`src/rtl/fetch_stage_pkg.sv`:
```
// Shared types and constants for the instruction fetch stage.
package fetch_stage_pkg;

    typedef enum logic [1:0] {
        PCSRC_SEQ = 2'b00,
        PCSRC_BR  = 2'b01,
        PCSRC_J   = 2'b10,
        PCSRC_JR  = 2'b11
    } pcsrc_e;

    typedef enum logic [1:0] {
        ST_RESET = 2'b00,
        ST_RUN   = 2'b01,
        ST_STALL = 2'b10,
        ST_FLUSH = 2'b11
    } state_e;

    localparam logic [31:0] NOP = 32'h0000_0000;

    typedef struct packed {
        logic [31:0] instr;
        logic [31:0] pcplus4;
        logic        valid;
    } ifid_t;

    function automatic logic [31:0] word_align(input logic [31:0] a);
        return {a[31:2], 2'b00};
    endfunction

endpackage

```
`src/rtl/fetch_stage_ifid_reg.sv`:
```
// IF/ID pipeline register: hold freezes everything, flush injects a bubble
// but keeps the previous PC+4 so decode-side consumers see a stable value.
module ifid_reg
    import fetch_stage_pkg::*;
#(
    parameter logic [31:0] NOP_WORD = NOP
) (
    input  logic  clk,
    input  logic  rst,
    input  logic  hold,
    input  logic  flush,
    input  ifid_t d,
    output ifid_t q
);

    always_ff @(posedge clk) begin
        if (rst) begin
            q.instr   <= NOP_WORD;
            q.pcplus4 <= '0;
            q.valid   <= 1'b0;
        end else if (!hold) begin
            if (flush) begin
                q.instr <= NOP_WORD;
                q.valid <= 1'b0;
            end else begin
                q <= d;
            end
        end
    end

endmodule

```
`src/rtl/fetch_stage.sv`:
```
// Instruction fetch: PC register, next-PC select, fetch FSM and IF/ID register.
// Optional FETCH_STATS_EN adds saturating fetch/bubble counters.
module fetch_stage
    import fetch_stage_pkg::*;
#(
    parameter logic [31:0] RESET_PC = 32'h0000_0000,
    parameter logic [31:0] NOP_WORD = NOP
) (
    input  logic        Clk,
    input  logic        Rst,
    input  logic        Stall,
    input  logic [1:0]  PCSrc,
    input  logic [31:0] BranchTarget,
    input  logic [31:0] JumpTarget,
    input  logic [31:0] JumpRegTarget,
    output logic [31:0] IM_Address,
    input  logic [31:0] IM_Instruction,
    output logic [31:0] IFID_Instruction,
    output logic [31:0] IFID_PCPlus4,
    output logic        IFID_Valid
`ifdef FETCH_STATS_EN
    ,
    output logic [31:0] FetchCount,
    output logic [31:0] BubbleCount
`endif
);

    state_e      state;
    logic [31:0] pc, pc_plus4, target;
    logic        hold, redirect;
    ifid_t       ifid_d, ifid_q;

    assign pc_plus4   = pc + 32'd4;
    assign IM_Address = pc;
    assign redirect   = (pcsrc_e'(PCSrc) != PCSRC_SEQ);
    // The edge leaving RESET only arms the pipe: PC and IF/ID stay put.
    assign hold       = (state == ST_RESET) || Stall;

    always_comb begin
        target = pc_plus4;
        case (pcsrc_e'(PCSrc))
            PCSRC_BR: target = BranchTarget;
            PCSRC_J:  target = JumpTarget;
            PCSRC_JR: target = JumpRegTarget;
            default:  target = pc_plus4;
        endcase
    end

    always_ff @(posedge Clk) begin
        if (Rst) begin
            pc    <= word_align(RESET_PC);
            state <= ST_RESET;
        end else if (state == ST_RESET) begin
            state <= ST_RUN;
        end else if (Stall) begin
            state <= ST_STALL;
        end else if (redirect) begin
            pc    <= word_align(target);
            state <= ST_FLUSH;
        end else begin
            pc    <= pc_plus4;
            state <= ST_RUN;
        end
    end

    assign ifid_d.instr   = IM_Instruction;
    assign ifid_d.pcplus4 = pc_plus4;
    assign ifid_d.valid   = 1'b1;

    ifid_reg #(.NOP_WORD(NOP_WORD)) u_ifid (
        .clk   (Clk),
        .rst   (Rst),
        .hold  (hold),
        .flush (redirect),
        .d     (ifid_d),
        .q     (ifid_q)
    );

    assign IFID_Instruction = ifid_q.instr;
    assign IFID_PCPlus4     = ifid_q.pcplus4;
    assign IFID_Valid       = ifid_q.valid;

`ifdef FETCH_STATS_EN
    always_ff @(posedge Clk) begin
        if (Rst) begin
            FetchCount  <= '0;
            BubbleCount <= '0;
        end else if (!hold) begin
            if (redirect) begin
                if (BubbleCount != 32'hFFFF_FFFF) BubbleCount <= BubbleCount + 32'd1;
            end else begin
                if (FetchCount != 32'hFFFF_FFFF) FetchCount <= FetchCount + 32'd1;
            end
        end
    end
`endif

endmodule

```
`config.mk`:
```
export PLATFORM = sky130hd
export DESIGN_NAME = fetch_stage
export DESIGN_NICKNAME = d
export VERILOG_FILES = /design/src/rtl/fetch_stage_pkg.sv /design/src/rtl/fetch_stage_ifid_reg.sv /design/src/rtl/fetch_stage.sv
export SDC_FILE = /design/constraint.sdc
export NUM_CORES = 1
export LEC_CHECK = 0
export BUFFER_PORTS_ARGS = -buffer_cell sky130_fd_sc_hd__buf_2
export CAP_MARGIN = 5
export CORE_UTILIZATION = 42
export CTS_CLUSTER_SIZE = 10
export DETAILED_ROUTE_END_ITERATION = 16
export PLACE_DENSITY = 0.77
export SYNTH_ARGS = -nofsm -noshare
export SYNTH_HDL_FRONTEND = slang
export SYNTH_SLANG_ARGS = --single-unit
```
`constraint.sdc`:
```
create_clock -name Clk -period 2.8 [get_ports Clk]
set_clock_uncertainty 0.05 [all_clocks]
set_input_delay 0.56 -clock Clk [delete_from_list [all_inputs] [get_ports Clk]]
set_output_delay 0.56 -clock Clk [all_outputs]
set_load 0.01 [all_outputs]
```
# After elaboration in Yosys (flattened, before gate mapping)

Index checks and enable logic that the tools add are counted.

Latch bits: 0
RAM bits: 0
Word-level logic and storage cells: 27
Memories: 0
Bits in registers: 99
Memory bits (read-only): 0

Reductions and logical operators: 6
Divide/modulo/power cells: 0
$add $sub $neg: 1
$mul: 0
Shift operators: 0
Order comparisons: 0
Bitwise gates (word level): 4
Equal/unequal tests: 3
Mux-type cells: 7

Operators with widths:

| kind                    | count |
|---|---|
| $pmux W32 S3            | 1 |
| $mux W32                | 2 |
| $add A32 B3 Y32 const B | 1 |
| $eq A2 B2 Y1 const B    | 2 |
| $mux W2                 | 2 |
| $not A1 Y1              | 4 |
| $reduce_and A2 Y1       | 2 |
| $eq A2 B1 Y1 const B    | 1 |
| $logic_not A2 Y1        | 1 |
| $mux W1                 | 2 |
| $reduce_bool A2 Y1      | 1 |
| $reduce_or A2 Y1        | 1 |
| $logic_or A1 B1 Y1      | 1 |

# Longest topological paths before layout

Gate-level depths: netlist (run 1).

Word-level depth: 4
Mapped depth: 7

# Modules after synthesis

A second synthesis (run 1) with hierarchy kept.

Cells, all modules: 671
Area, all modules: 5821.8 µm²

Modules (own cells, without submodules):

| module      | area an instance (µm²) | times used | cells each |
|---|---|---|---|
| fetch_stage | 2937.8                 | 1          | 378 |
| ifid_reg    | 2884.0                 | 1          | 293 |

# Worst setup path before layout (run 1)

Ideal clock, no wire load.

Path kind: register to register
Start: register pc[2], in the netlist IM_Address[2]
End: register pc[18], in the netlist IM_Address[18]
Path buffers: 0
Cell stages (with the launch flop): 7
Clock period less this slack: 2.112 ns
Data arrival time: 1.984 ns
Library setup time: 0.079 ns
Setup slack: 0.688 ns
Path through: dfxtp_1 ha_1 nand4_4 nor4_4 nand2_2 or4_1 o211ai_1

Cells in the longest elaborated chain, start to end: 3

Ends and longest elaborated chain:

| element                  | RTL line          | RTL |
|---|---|---|
| start: declaration       | fetch_stage.sv:29 | `logic [31:0] pc, pc_plus4, target;` |
| start signal: assignment | fetch_stage.sv:51 | `pc <= word_align(RESET_PC);` |
| start signal: assignment | fetch_stage.sv:58 | `pc <= word_align(target);` |
| start signal: assignment | fetch_stage.sv:61 | `pc <= pc_plus4;` |
| $add A32 B3 Y32 (*)      | fetch_stage.sv:33 | `assign pc_plus4 = pc + 32'd4;` |
| $pmux W32 S3             | fetch_stage.sv:41 | `case (pcsrc_e'(PCSrc))` |
| $mux W32 (*)             | fetch_stage.sv:57 | `end else if (redirect) begin` |

Mark *: on every way between the ends. The rest lies on a longest branch, timed or not.
A chain may end at the register's enable or synchronous reset.

# Final worst setup path (run 1)

Start: register pc[3], in the netlist IM_Address[3]
End: register pc[18], in the netlist IM_Address[18]

The elaborated chain is that of the path after synthesis.

==> metrics.cfg, run 1 <==
[timing]
relSlewSlack=0.539
rsz0062_at_grt=no
worstMarginPinSlew_ns=0.686
finalSetupViolCount=0
hold_viol_final=0
period_needed_ns=2.34
slew_violations=0
min_period_over_period=0.835
fin_ws_ns=0.463
fmax_mhz=428
fin_setup_tns_ns=0

[yosys]
synthXorXnorAreaFrac=0.0425
synth_compound_area_frac=0.248
synthCells=542
yosys_warnings=0
synth_edf_count=0
ys_seq_elements=95
synth.area.top_cells=dfxtp_1, mux2_2, nor2_1
synth_top_family_by_area=compound AO/OA/AOI/OAI gates
synthArstFlopShare=0
yosysMostFrequentCell=dfxtp_1
avgSynthCellArea_um2=8.75
yosys.area_share.adder=0.00264
synthTopCellsByCount=dfxtp_1, nor2_1, a22oi_1, clkbuf_1, mux2_2
synth_simple_gate_area_frac=0.180
syn_area_um2=4740
ys_seq_area_frac=0.401
ys.flop_type=dfxtp_1
synth_top_area_share=0.401
yosysUniqueCellTypes=56
synthMuxAreaShare=0.0757
synth_top_area_cell=dfxtp_1

[worst_setup_path]
worstPathArrival_ns=2.55
crit_chain=ha_1, nand4_4, nor4_4, nand2_2, or4_1, o211ai_1
crit_fanout=9
required_ns=3.02
cpMaxStageDelayCell=nor4_4
crit_family=simple AND/OR/NAND/NOR gates
crit_type=reg -> reg
crit_path_max_incr_delay_ns=0.61
path_buf_inv=0
start_kind=register
end_kind=register

[pwr]
p_switching_w=0.000904
powerDensity_nw_per_um2=538
vdd_drop_max_v=0.000397
clkPwrFrac=0.402
comb_power_share=0.157
pwr-share-seq=0.441
swShare=0.268
internal-power_w=0.00247
p_leak_nw=2.72

[detailed_routing]
drc_errors=0
avgRoutedWirePerCell_um=17.4
drt_first_pass_iters=5
wl_mm=15.3
drt-initial-drc-count=308
antenna_violating_nets_post_route=0
viasPerCell=5.74
vias=5068

[finish]
area_growth_pct=32.3
multi_input_area_um2=2640
fill_cells=1001
final_nets=871
instances_no_fill=883
drive_gt1_frac=0.400
seq_area_um2=1900

[floorplan]
initial_utilization=0.434
std_cell_rows=38
io_pins=230
core_area_um2=10900
fp.dieW_um=108
dieArea_um2=11700
die_h_um=108

[global_routing]
grt.overflow.total=0
grt_usage=0.264
antenna_found_initial=1
grt_max_degree=63
grt_pass1_vias=4750
grt_pass1_wl_mm=23.6

[place]
dp.cells=866
post-place-ws_ns=0.374
post-dp-hpwl_mm=11.1
place_congestion=0.877
port-buffer-count=219

[run_status]
status=finished clean

[run]
max-cap-violations=0

[clock_network]
clock-sinks=95
cts_htree_levels=3
cts.path.max_buffers=2
clk_pin_slew_ns=0.07
cts_tree=yes
numCtsBuffers=9
cts_setup_buffers=0
ctsRootBufferMaster=clkbuf_16
ctsHoldBuffers=0
clock_latency_ns=0.35
cts_resized=0

[worst_hold_path]
hold_path_class=in -> reg

[final cells by class]
| class | instances | area share |
|---|---|---|
| Tap cell | 140 | 0.0279 |
| Inverter | 5 | 0.00299 |
| Clock inverter | 6 | 0.0150 |
| Clock buffer | 10 | 0.0381 |
| Multi-Input combinational cell | 393 | 0.421 |
| Timing Repair Buffer | 233 | 0.192 |
| Sequential cell | 95 | 0.303 |
| Antenna cell | 1 | 0.000399 |
[path summary, 6_finish.rpt]
check	end	startpoint	slack, ns	cells after the start
hold / removal	u_ifid.q[46]	IM_Instruction[13]	0.40	3
setup reg to reg	IM_Address[18]	IM_Address[3]	0.46	6
hold reg to reg	u_ifid.q[20]	u_ifid.q[20]	0.41	2
setup / recovery	IM_Address[18]	IM_Address[3]	0.46	6
[tightest hold or removal path: cells and delay by family]
| kind | cells | cell delay, ns |
|---|---|---|
| AO/OA/AOI/OAI | 1 | 0.05 |
| buffers and inverters | 1 | 0.08 |
| AND/OR/NAND/NOR | 1 | 0.07 |
[placed cells by master (no fill, tap or decap), drive strengths merged, types with 7 or more instances in the layout]
| master | count |
|---|---|
| a22oi | 39 |
| o21ai | 30 |
| a221o | 15 |
| nand4 | 9 |
| o22ai | 7 |
| mux2 | 29 |
| dfxtp | 95 |
| nor3 | 10 |
| a21oi | 21 |
| buf | 233 |
| nand2 | 25 |
| clkbuf | 10 |
| nor2 | 87 |
| nand3 | 16 |
| xnor2 | 11 |
| xor2 | 12 |
| a211oi | 23 |
[power groups by stage]
stage               logic, W  clock network [W]  registers [W]
floorplan           0.000284                  0        0.00152
global placement    0.000513                  0        0.00151
detailed placement  0.000526                  0        0.00152
CTS                 0.000529            0.00138        0.00149
global route        0.000580            0.00143        0.00150
finish              0.000529            0.00136        0.00149
[layer usage]
layer,track usage,vias up,routed length (µm)
li1,-,2395,-
met1,0.317,2364,6090
met2,0.444,277,7310
met3,0.0494,32,1370
met4,0.149,0,577
met5,0,-,0
[metrics by stage]
step                power (W)  hold WS (ns)  area, µm²   util
global route          0.00351         0.394       6270  0.574
floorplan             0.00181         0.424       4750      -
detailed placement    0.00204         0.402       5940  0.543
CTS                   0.00340         0.383       6270  0.573
finish                0.00337         0.395       6270  0.574
global placement      0.00203         0.386       5940  0.543
[registers in the layout (all words and copies together) (netlist names)]
signal	cells
state	2
IM_Address	30
u_ifid.q	63
[cell families (layout without fill, tap and decap cells)]
logic type,after synthesis,in the layout
buffers and inverters,57,254
AO/OA/AOI/OAI,164,164
XOR/XNOR,23,23
adder cells (fa/ha/maj),1,1
flip-flops,95,95
multiplexers,31,31
other,1,5
AND/OR/NAND/NOR,170,170
Note: power is estimated with default switching activity, not from simulation.
==> run 2, diff against run 1 <==
Clock period 2.8 ns to 2.3 ns, I/O delays scaled along.
==> run 2 against run 1 <==
Net effect: cell count is 1.8% higher; core utilization up 1.1 points; sequential power grew 21%; sequential cell count unchanged; sequential share of layout area shrank 0.55 points; non-clock buffer count increased by 16; routed wire length is 0.50% lower; fmax increased by 13%; register-to-register slack lost 0.24 ns.
==> metrics.cfg, run 2 (synthesis gave the netlist of run 1 again) <==
[timing]
slew_violations=0
fmax_mhz=483
rsz0062_at_grt=no
worstMarginPinSlew_ns=1.06
finalSetupViolCount=0
relSlewSlack=0.292
fin_setup_tns_ns=0
hold_viol_final=0
min_period_over_period=0.901
period_needed_ns=2.07

[floorplan]
dieArea_um2=11700
std_cell_rows=38
die_h_um=108
initial_utilization=0.434
fp.dieW_um=108
core_area_um2=10900
io_pins=230

[worst_setup_path]
crit_family=simple AND/OR/NAND/NOR gates
crit_fanout=9
worstPathArrival_ns=2.28
crit_type=reg -> reg
cpMaxStageDelayCell=or4_1
crit_chain=ha_1, nand4_4, nor4_4, buf_4, nand2_2, or4_1, o211ai_1
crit_path_max_incr_delay_ns=0.40
required_ns=2.51
end_kind=register
path_buf_inv=1
start_kind=register

[place]
place_area_um2=6070
post-dp-hpwl_mm=11.3
place_congestion=0.917
port-buffer-count=219

[clock_network]
numCtsBuffers=9
clock-sinks=95
cts_htree_levels=3
clock_latency_ns=0.34
cts.path.max_buffers=2
cts_setup_buffers=0
cts_resized=0
cts_tree=yes
ctsRootBufferMaster=clkbuf_16
clk_pin_slew_ns=0.07
ctsHoldBuffers=0

[detailed_routing]
wl_mm=15.3
avgRoutedWirePerCell_um=17.0
viasPerCell=5.62
drt_first_pass_iters=7
drc_errors=0
vias=5053
drt-initial-drc-count=253
antenna_violating_nets_post_route=0

[global_routing]
grtUsageMet1=0.316
grt_pass1_wl_mm=23.8
grt_pass1_vias=4780
met2_usage=0.442
top_usage_layer=met2
antenna_found_initial=1
use_met3=0.0609
grt_usage=0.264
grt.overflow.total=0
grt_max_degree=64

[finish]
final_common_cell=buf_2
final_area_um2=6390
largest_reg_flops=63
final_core_util=0.584
drive_gt1_frac=0.410
top_register=u_ifid.q
area_growth_pct=34.7
final_nets=887
final_cell_mix=buf_2, dfxtp_1, nor2_1

[run_status]
status=finished clean

[run]
max-cap-violations=0

[worst_hold_path]
hold_path_class=in -> reg

[pwr]
vdd_drop_max_v=0.000331
powerDensity_nw_per_um2=638
p_leak_nw=2.79

run 2: cell type report:
cell class                 instances  area [µm²]
fill                             967        4550
multi-input combinational        393        2640
sequential                        95        1900
timing repair buffer             249        1340
clock buffer                      11         233
tap                              140         175
clock inverter                     5        82.6
inverter                           5        18.8
antenna                            1        2.50
run 2: worst paths after layout:
| path | start | end | slack [ns] | cells past startpoint |
|---|---|---|---|---|
| max | IM_Address[2] | IM_Address[18] | 0.23 | 7 |
| min | IM_Instruction[21] | u_ifid.q[54] | 0.30 | 3 |
| max reg2reg | IM_Address[2] | IM_Address[18] | 0.23 | 7 |
| min reg2reg | u_ifid.q[21] | u_ifid.q[21] | 0.40 | 2 |
run 2: layer usage:
metal,part of all wire,routed length [µm],vias to the layer above
met3,0.082,1250,35
met5,0,0,-
met4,0.033,511,0
met1,0.40,6120,2350
li1,-,-,2422
met2,0.48,7390,246
run 2: per-stage QoR:
| step | hold slack, ns | power (W) | instances | setup WS, ns |
|---|---|---|---|---|
| after global placement | 0.397 | 0.00249 | 882 | 0.0767 |
| after global routing | 0.303 | 0.00425 | 899 | 0.0317 |
| after floorplan | 0.424 | 0.00220 | 545 | 0.188 |
| after detailed placement | 0.401 | 0.00251 | 882 | 0.00953 |
| final | 0.305 | 0.00407 | 899 | 0.228 |
| after CTS | 0.298 | 0.00409 | 898 | 0.222 |
run 2: report_power, final:
group	internal, W	leakage (nW)	total, W	switching (W)
Clock	0.000954	0.142	0.00160	0.000642
Combinational	0.000316	1.87	0.000678	0.000362
Sequential	0.00172	0.773	0.00180	0.0000799
Total	0.00299	2.79	0.00407	0.00108
run 2: tightest hold or removal path, stage by stage:
cell     delay [ns]
buf_2          0.07
a22oi_1        0.05
nor2_1         0.07
